<file path="src/rtl/cam_capture_ctrl.sv">
// rtl/cam_capture_ctrl.sv - frame-capture sequencer gating camera pixel writes into the frame buffer
`timescale 1ns/1ps
module cam_capture_ctrl #(
  parameter int AW   = 15,
  parameter int H_PX = 160,
  parameter int V_LN = 120
) (
  input  logic       pclk,
  input  logic       rst,
  input  logic       start,
  input  logic       cont,
  input  logic       stop,
  input  logic       vsync,
  input  logic       href,
  input  logic       px_wr_in,
  output logic       mem_wr,
  output logic       busy,
  output logic       frame_done,
  output logic       frame_ok,
  output logic [7:0] line_cnt,
  output logic [7:0] px_cnt,
  output logic [7:0] frame_cnt,
  output logic       err_len,
  output logic       err_lines
);

  // Pixel budget per frame never exceeds what the buffer can address.
  localparam int          FB_WORDS = 1 << AW;
  localparam int          PX_MAX   = (H_PX * V_LN < FB_WORDS) ? H_PX * V_LN : FB_WORDS;
  localparam logic [15:0] TOT_MAX  = 16'(PX_MAX);
  localparam logic [7:0]  H_LEN    = 8'(H_PX);
  localparam logic [7:0]  V_LEN    = 8'(V_LN);

  typedef enum logic [1:0] {S_IDLE, S_ARM, S_CAPTURE, S_DONE} state_t;

  state_t      state, state_nxt;
  logic        vsync_q, href_q, wr_q;
  logic        cont_r, full, ferr;
  logic [15:0] tot;

  logic        vs_fall, vs_rise, hr_fall, px_ev;
  logic        px_take, ovf, len_bad, ferr_fin;
  logic [7:0]  px_len, line_nxt, line_fin;

  assign vs_fall = ~vsync & vsync_q;
  assign vs_rise = vsync & ~vsync_q;
  assign hr_fall = ~href & href_q;
  assign px_ev   = px_wr_in & ~wr_q;

  assign px_take  = px_ev & (tot < TOT_MAX);
  assign ovf      = px_ev & ~px_take;
  // A pixel landing with the href fall belongs to the line that is ending.
  assign px_len   = (px_take && px_cnt != 8'hFF) ? px_cnt + 8'd1 : px_cnt;
  assign len_bad  = hr_fall & (px_len != H_LEN);
  assign line_nxt = (line_cnt != 8'hFF) ? line_cnt + 8'd1 : line_cnt;
  assign line_fin = hr_fall ? line_nxt : line_cnt;
  assign ferr_fin = ferr | ovf | len_bad;

  assign busy       = (state != S_IDLE);
  assign frame_done = (state == S_DONE);
  // The overflowing pixel itself is suppressed, not just the ones after it.
  assign mem_wr     = px_wr_in & (state == S_CAPTURE) & ~full & ~ovf;

  always_ff @(posedge pclk or posedge rst) begin
    if (rst) state <= S_IDLE;
    else     state <= state_nxt;
  end

  always_comb begin
    state_nxt = state;
    case (state)
      S_IDLE:    if (start && !stop) state_nxt = S_ARM;
      S_ARM:     if (stop) state_nxt = S_IDLE;
                 else if (vs_fall) state_nxt = S_CAPTURE;
      S_CAPTURE: if (vs_rise) state_nxt = S_DONE;
      S_DONE:    state_nxt = cont_r ? S_ARM : S_IDLE;
      default:   state_nxt = S_IDLE;
    endcase
  end

  always_ff @(posedge pclk or posedge rst) begin
    if (rst) begin
      vsync_q   <= 1'b1;
      href_q    <= 1'b0;
      wr_q      <= 1'b0;
      cont_r    <= 1'b0;
      full      <= 1'b0;
      ferr      <= 1'b0;
      tot       <= 16'd0;
      frame_ok  <= 1'b0;
      line_cnt  <= 8'd0;
      px_cnt    <= 8'd0;
      frame_cnt <= 8'd0;
      err_len   <= 1'b0;
      err_lines <= 1'b0;
    end else begin
      vsync_q <= vsync;
      href_q  <= href;
      wr_q    <= px_wr_in;
      case (state)
        S_IDLE: begin
          if (start && !stop) begin
            cont_r    <= cont;
            err_len   <= 1'b0;
            err_lines <= 1'b0;
          end
        end
        S_ARM: begin
          if (!stop && vs_fall) begin
            line_cnt <= 8'd0;
            px_cnt   <= 8'd0;
            ferr     <= 1'b0;
            full     <= 1'b0;
            tot      <= 16'd0;
          end
        end
        S_CAPTURE: begin
          if (px_take) tot <= tot + 16'd1;
          if (ovf) begin
            full      <= 1'b1;
            err_lines <= 1'b1;
          end
          if (hr_fall) begin
            line_cnt <= line_nxt;
            px_cnt   <= 8'd0;
          end else if (px_take) begin
            px_cnt <= px_len;
          end
          if (len_bad) err_len <= 1'b1;
          ferr <= ferr_fin;
          if (stop) cont_r <= 1'b0;
          if (vs_rise) begin
            if (line_fin != V_LEN) err_lines <= 1'b1;
            frame_ok  <= ~ferr_fin & (line_fin == V_LEN);
            frame_cnt <= frame_cnt + 8'd1;
          end
        end
        default: ;
      endcase
    end
  end

endmodule

</file>
<file path="config.mk">
export PLATFORM = sky130hd
export DESIGN_NAME = cam_capture_ctrl
export DESIGN_NICKNAME = d
export VERILOG_FILES = /design/src/rtl/cam_capture_ctrl.sv
export SDC_FILE = /design/constraint.sdc
export NUM_CORES = 1
export LEC_CHECK = 0
export BUFFER_PORTS_ARGS = -buffer_cell sky130_fd_sc_hd__buf_2
export CAP_MARGIN = 20
export CORE_ASPECT_RATIO = 0.8
export CORE_MARGIN = 3
export CORE_UTILIZATION = 52
export CTS_BUF_LIST = sky130_fd_sc_hd__clkbuf_16
export DETAILED_ROUTE_END_ITERATION = 10
export PLACE_DENSITY = 0.79
export SLEW_MARGIN = 20
export SYNTH_ARGS = -nofsm -noshare
export SYNTH_HDL_FRONTEND = slang
export SYNTH_SLANG_ARGS = --single-unit
export TNS_END_PERCENT = 1
</file>
<file path="constraint.sdc">
create_clock -name pclk -period 2.1 [get_ports pclk]
set_input_delay 0 -clock pclk [delete_from_list [all_inputs] [get_ports pclk]]
set_output_delay 0 -clock pclk [all_outputs]
set_load 0.03 [all_outputs]
</file>
==> impl_metrics.py <==
metrics = {
    "floorplanning": {
        "die_h_um": 73.6,
        "core_area_um2": 5270,
        "die_area_um2": 6650,
        "die_width_um": 90.4,
        "start_util": 0.563,
        "rows": 23,
        "ios": 38,
    },
    "sta": {
        "clock_skew_ns": 0.00546,
        "slew_violations": 0,
        "whs_ns": 0.113,
        "fin_ws_ns": -0.00822,
        "slew_headroom": 0.458,
        "rsz0062_at_grt": "yes",
        "hold_viol": 0,
        "final.min_clock_period_ns": 2.11,
        "fmax_mhz": 474,
        "period_share": 1.00,
        "tightest_slew_ns": 0.812,
        "setup_viol": 1,
    },
    "finish": {
        "drive_gt1_frac": 0.303,
        "fill_cells": 395,
        "nNetsFinal": 405,
        "stdcell_area_um2": 3730,
        "diodes": 0,
        "fin_util": 0.708,
        "layout-area-overhead-vs-synth_pct": 25.6,
        "final_cell_mix": "dfrtp_1, nand2_1, buf_2, buf_4, nor2_1",
        "final_common_cell": "dfrtp_1",
    },
    "place": {
        "place_ws_ns": 0.0167,
        "place.gp.congestion": 0.896,
        "io_buffers": 37,
        "place_area_um2": 3450,
        "dp_hpwl_um": 5250,
    },
    "worst_setup_path": {
        "crit_path_max_incr_delay_ns": 0.55,
        "reg2reg_setup_slack_ns": -0.008,
        "startpoint": "tot[15]$_DFFE_PP0P_",
        "r2r_cells": 6,
        "cp_slowest_cell": "or4_4",
        "r2r-start": "tot[15]$_DFFE_PP0P_",
        "r2r-end": "frame_ok$_DFFE_PP0P_",
        "worstPathCellList": "nor3b_2 -> nand2_1 -> or4_4 -> mux2_4 -> o31ai_4 -> a32o_1",
        "worstPathArrival_ns": 2.34,
        "start_kind": "register",
        "crit_end": "frame_ok$_DFFE_PP0P_",
        "cp.required_ns": 2.33,
        "crit_fanout": 4,
        "critPathKind": "reg -> reg",
        "cp-end-kind": "register",
    },
    "logic_synthesis": {
        "yosysUniqueCellTypes": 70,
        "syn_inst": 315,
        "synth_edf_count": 0,
        "synth-seq-cells": 51,
        "async_flop_share": 1.00,
        "syn_area_um2": 2970,
        "syn_nets": 332,
        "synth_warnings": 0,
        "synth_area_per_cell_um2": 9.42,
        "synth_seq_area_share": 0.431,
        "synth_flop_cell": "dfrtp_1",
    },
    "power": {
        "seq_power_share": 0.368,
        "p_int_uw": 1980,
        "p_clk_frac": 0.243,
        "power_uw": 3180,
        "power_switching_uw": 1200,
        "power.density_nw_per_um2": 855,
        "leakage_uw": 0.00167,
        "ir_drop_uv": 421,
        "power_switching_share": 0.377,
        "p_comb_frac": 0.389,
    },
    "job": {
        "max_cap_violations": 0,
    },
    "hold_path": {
        "whs_path_depth": 4,
        "hold_class": "in -> reg",
    },
    "global_route": {
        "overflow": 0,
        "grt_max_degree": 40,
        "grt_pass1_vias": 2374,
        "gr-usage-all-layers": 0.217,
        "antenna_found_initial": 0,
        "grt_first_pass_wirelength_um": 11700,
    },
    "clocking": {
        "cts_made_buffers": 5,
        "path_clk_slew_ns": 0.07,
        "clkLatencyLatePin_ns": 0.29,
        "root_buffer": "clkbuf_16",
        "cts_tree": "built",
        "htreeDepth": 2,
        "numClockSinks": 51,
        "clockBufferDepth": 2,
    },
    "routing": {
        "wl_per_cell_um": 15.4,
        "ant_nets": 0,
        "firstDrtPassIters": 4,
        "first_iter_violations": 180,
        "via_per_inst": 5.72,
        "routed_wl_um": 7160,
        "vias": 2652,
        "drc": 0,
    },
    "run_status": {
        "violations": "negative setup slack",
        "status": "finished, violations left",
    },
}
[cells by family after synthesis]
family / Yosys count / synth area share
buf+inv: 18 / 0.0270
xor+xnor: 20 / 0.0590
fa+ha+maj: 9 / 0.0380
mux: 6 / 0.0228
compound gates: 78 / 0.185
flops: 51 / 0.431
simple gates: 133 / 0.238
[through the flow]
step | TNS (ns) | cells
after floorplan | 0 | 315
after global placement | 0 | 449
after detailed placement | 0 | 449
after CTS | 0 | 463
after global routing | -0.544 | 464
final | -0.00822 | 464
[final cells by class]
class                      instances  area, um^2  share of cell area
multi-input combinational        246        1690               0.454
sequential                        51        1290               0.345
timing repair buffer              73         474               0.127
clock buffer                       5         125              0.0336
tap                               75        93.8              0.0252
inverter                          11        41.3              0.0111
clock inverter                     3        15.0             0.00403
[timing repair]
item,in CTS,in global routing
pin swaps,1,7
setup endpoints to repair,1,17
hold endpoints to repair,41,0
buffers inserted,1,1
resized for setup,2,14
hold buffers,5,0
[registers in the layout (all words and copies together), names as in the netlist, 8 cells and up, named ones only]
register	count
frame_cnt	8
line_cnt	8
px_cnt	8
tot	16
[layer usage]
metal | routed length (um) | part of all wire | track usage
met1 | 3530 | 0.49 | 0.306
met2 | 3260 | 0.46 | 0.350
met3 | 301 | 0.042 | 0.0379
met4 | 73 | 0.010 | 0.0560
met5 | 0 | 0 | 0
[cell usage after synthesis (all sizes together) (2+ instances only)]
| master | instances | share of area |
|---|---|---|
| dfrtp | 50 | 0.42 |
| nand4 | 5 | 0.013 |
| and4 | 2 | 0.0059 |
| inv | 11 | 0.014 |
| a31o | 2 | 0.0059 |
| xnor2 | 8 | 0.024 |
| clkbuf | 2 | 0.0029 |
| a21boi | 2 | 0.0051 |
| buf | 5 | 0.010 |
| nor4 | 2 | 0.0093 |
| a211oi | 3 | 0.0093 |
| nand3b | 2 | 0.0051 |
| and3 | 6 | 0.013 |
| or3 | 2 | 0.0042 |
| mux2i | 3 | 0.010 |
| o22ai | 6 | 0.013 |
| nor3b | 3 | 0.0093 |
| nand3 | 15 | 0.025 |
| nand2b | 5 | 0.011 |
| nor2 | 26 | 0.035 |
| or2b | 2 | 0.0059 |
| a21oi | 24 | 0.042 |
| nor3 | 9 | 0.015 |
| a32o | 2 | 0.0067 |
| o31ai | 2 | 0.0097 |
| o21ai | 15 | 0.029 |
| a31oi | 7 | 0.017 |
| or3b | 2 | 0.0059 |
| nor2b | 2 | 0.0042 |
| nor4b | 2 | 0.0059 |
| xor2 | 12 | 0.035 |
| mux2 | 3 | 0.013 |
| ha | 9 | 0.038 |
| nand2 | 42 | 0.053 |
| and2 | 3 | 0.0063 |
[power groups by stage]
stage / registers, uW / clock network [uW] / logic [uW]
after floorplan: 1290 / 0 / 655
final: 1170 / 774 / 1240
after CTS: 1170 / 787 / 1200
after global routing: 1190 / 832 / 1340
after detailed placement: 1190 / 0 / 1180
after global placement: 1180 / 0 / 1150
[critical path: cells and delay by family, from the launching register on]
family             cells  cell delay (ns)
DFF                    1             0.41
and+or+nand+nor        3             0.88
muxes                  1             0.33
AOI/OAI and AO/OA      2             0.43
[how the worst min path moves through the flow]
stage                          to  slack, ns  startpoint
2_1_floorplan   vsync_q$_DFF_PP1_      0.004       vsync
3_3_place_gp     href_q$_DFF_PP0_       0.13        href
3_5_place_dp     href_q$_DFF_PP0_       0.14        href
4_1_cts        cont_r$_DFFE_PP0P_       0.10        stop
5_1_grt        cont_r$_DFFE_PP0P_       0.15        stop
6_report       cont_r$_DFFE_PP0P_       0.11        stop
No activity file was read; power rests on OpenSTA's default activity.
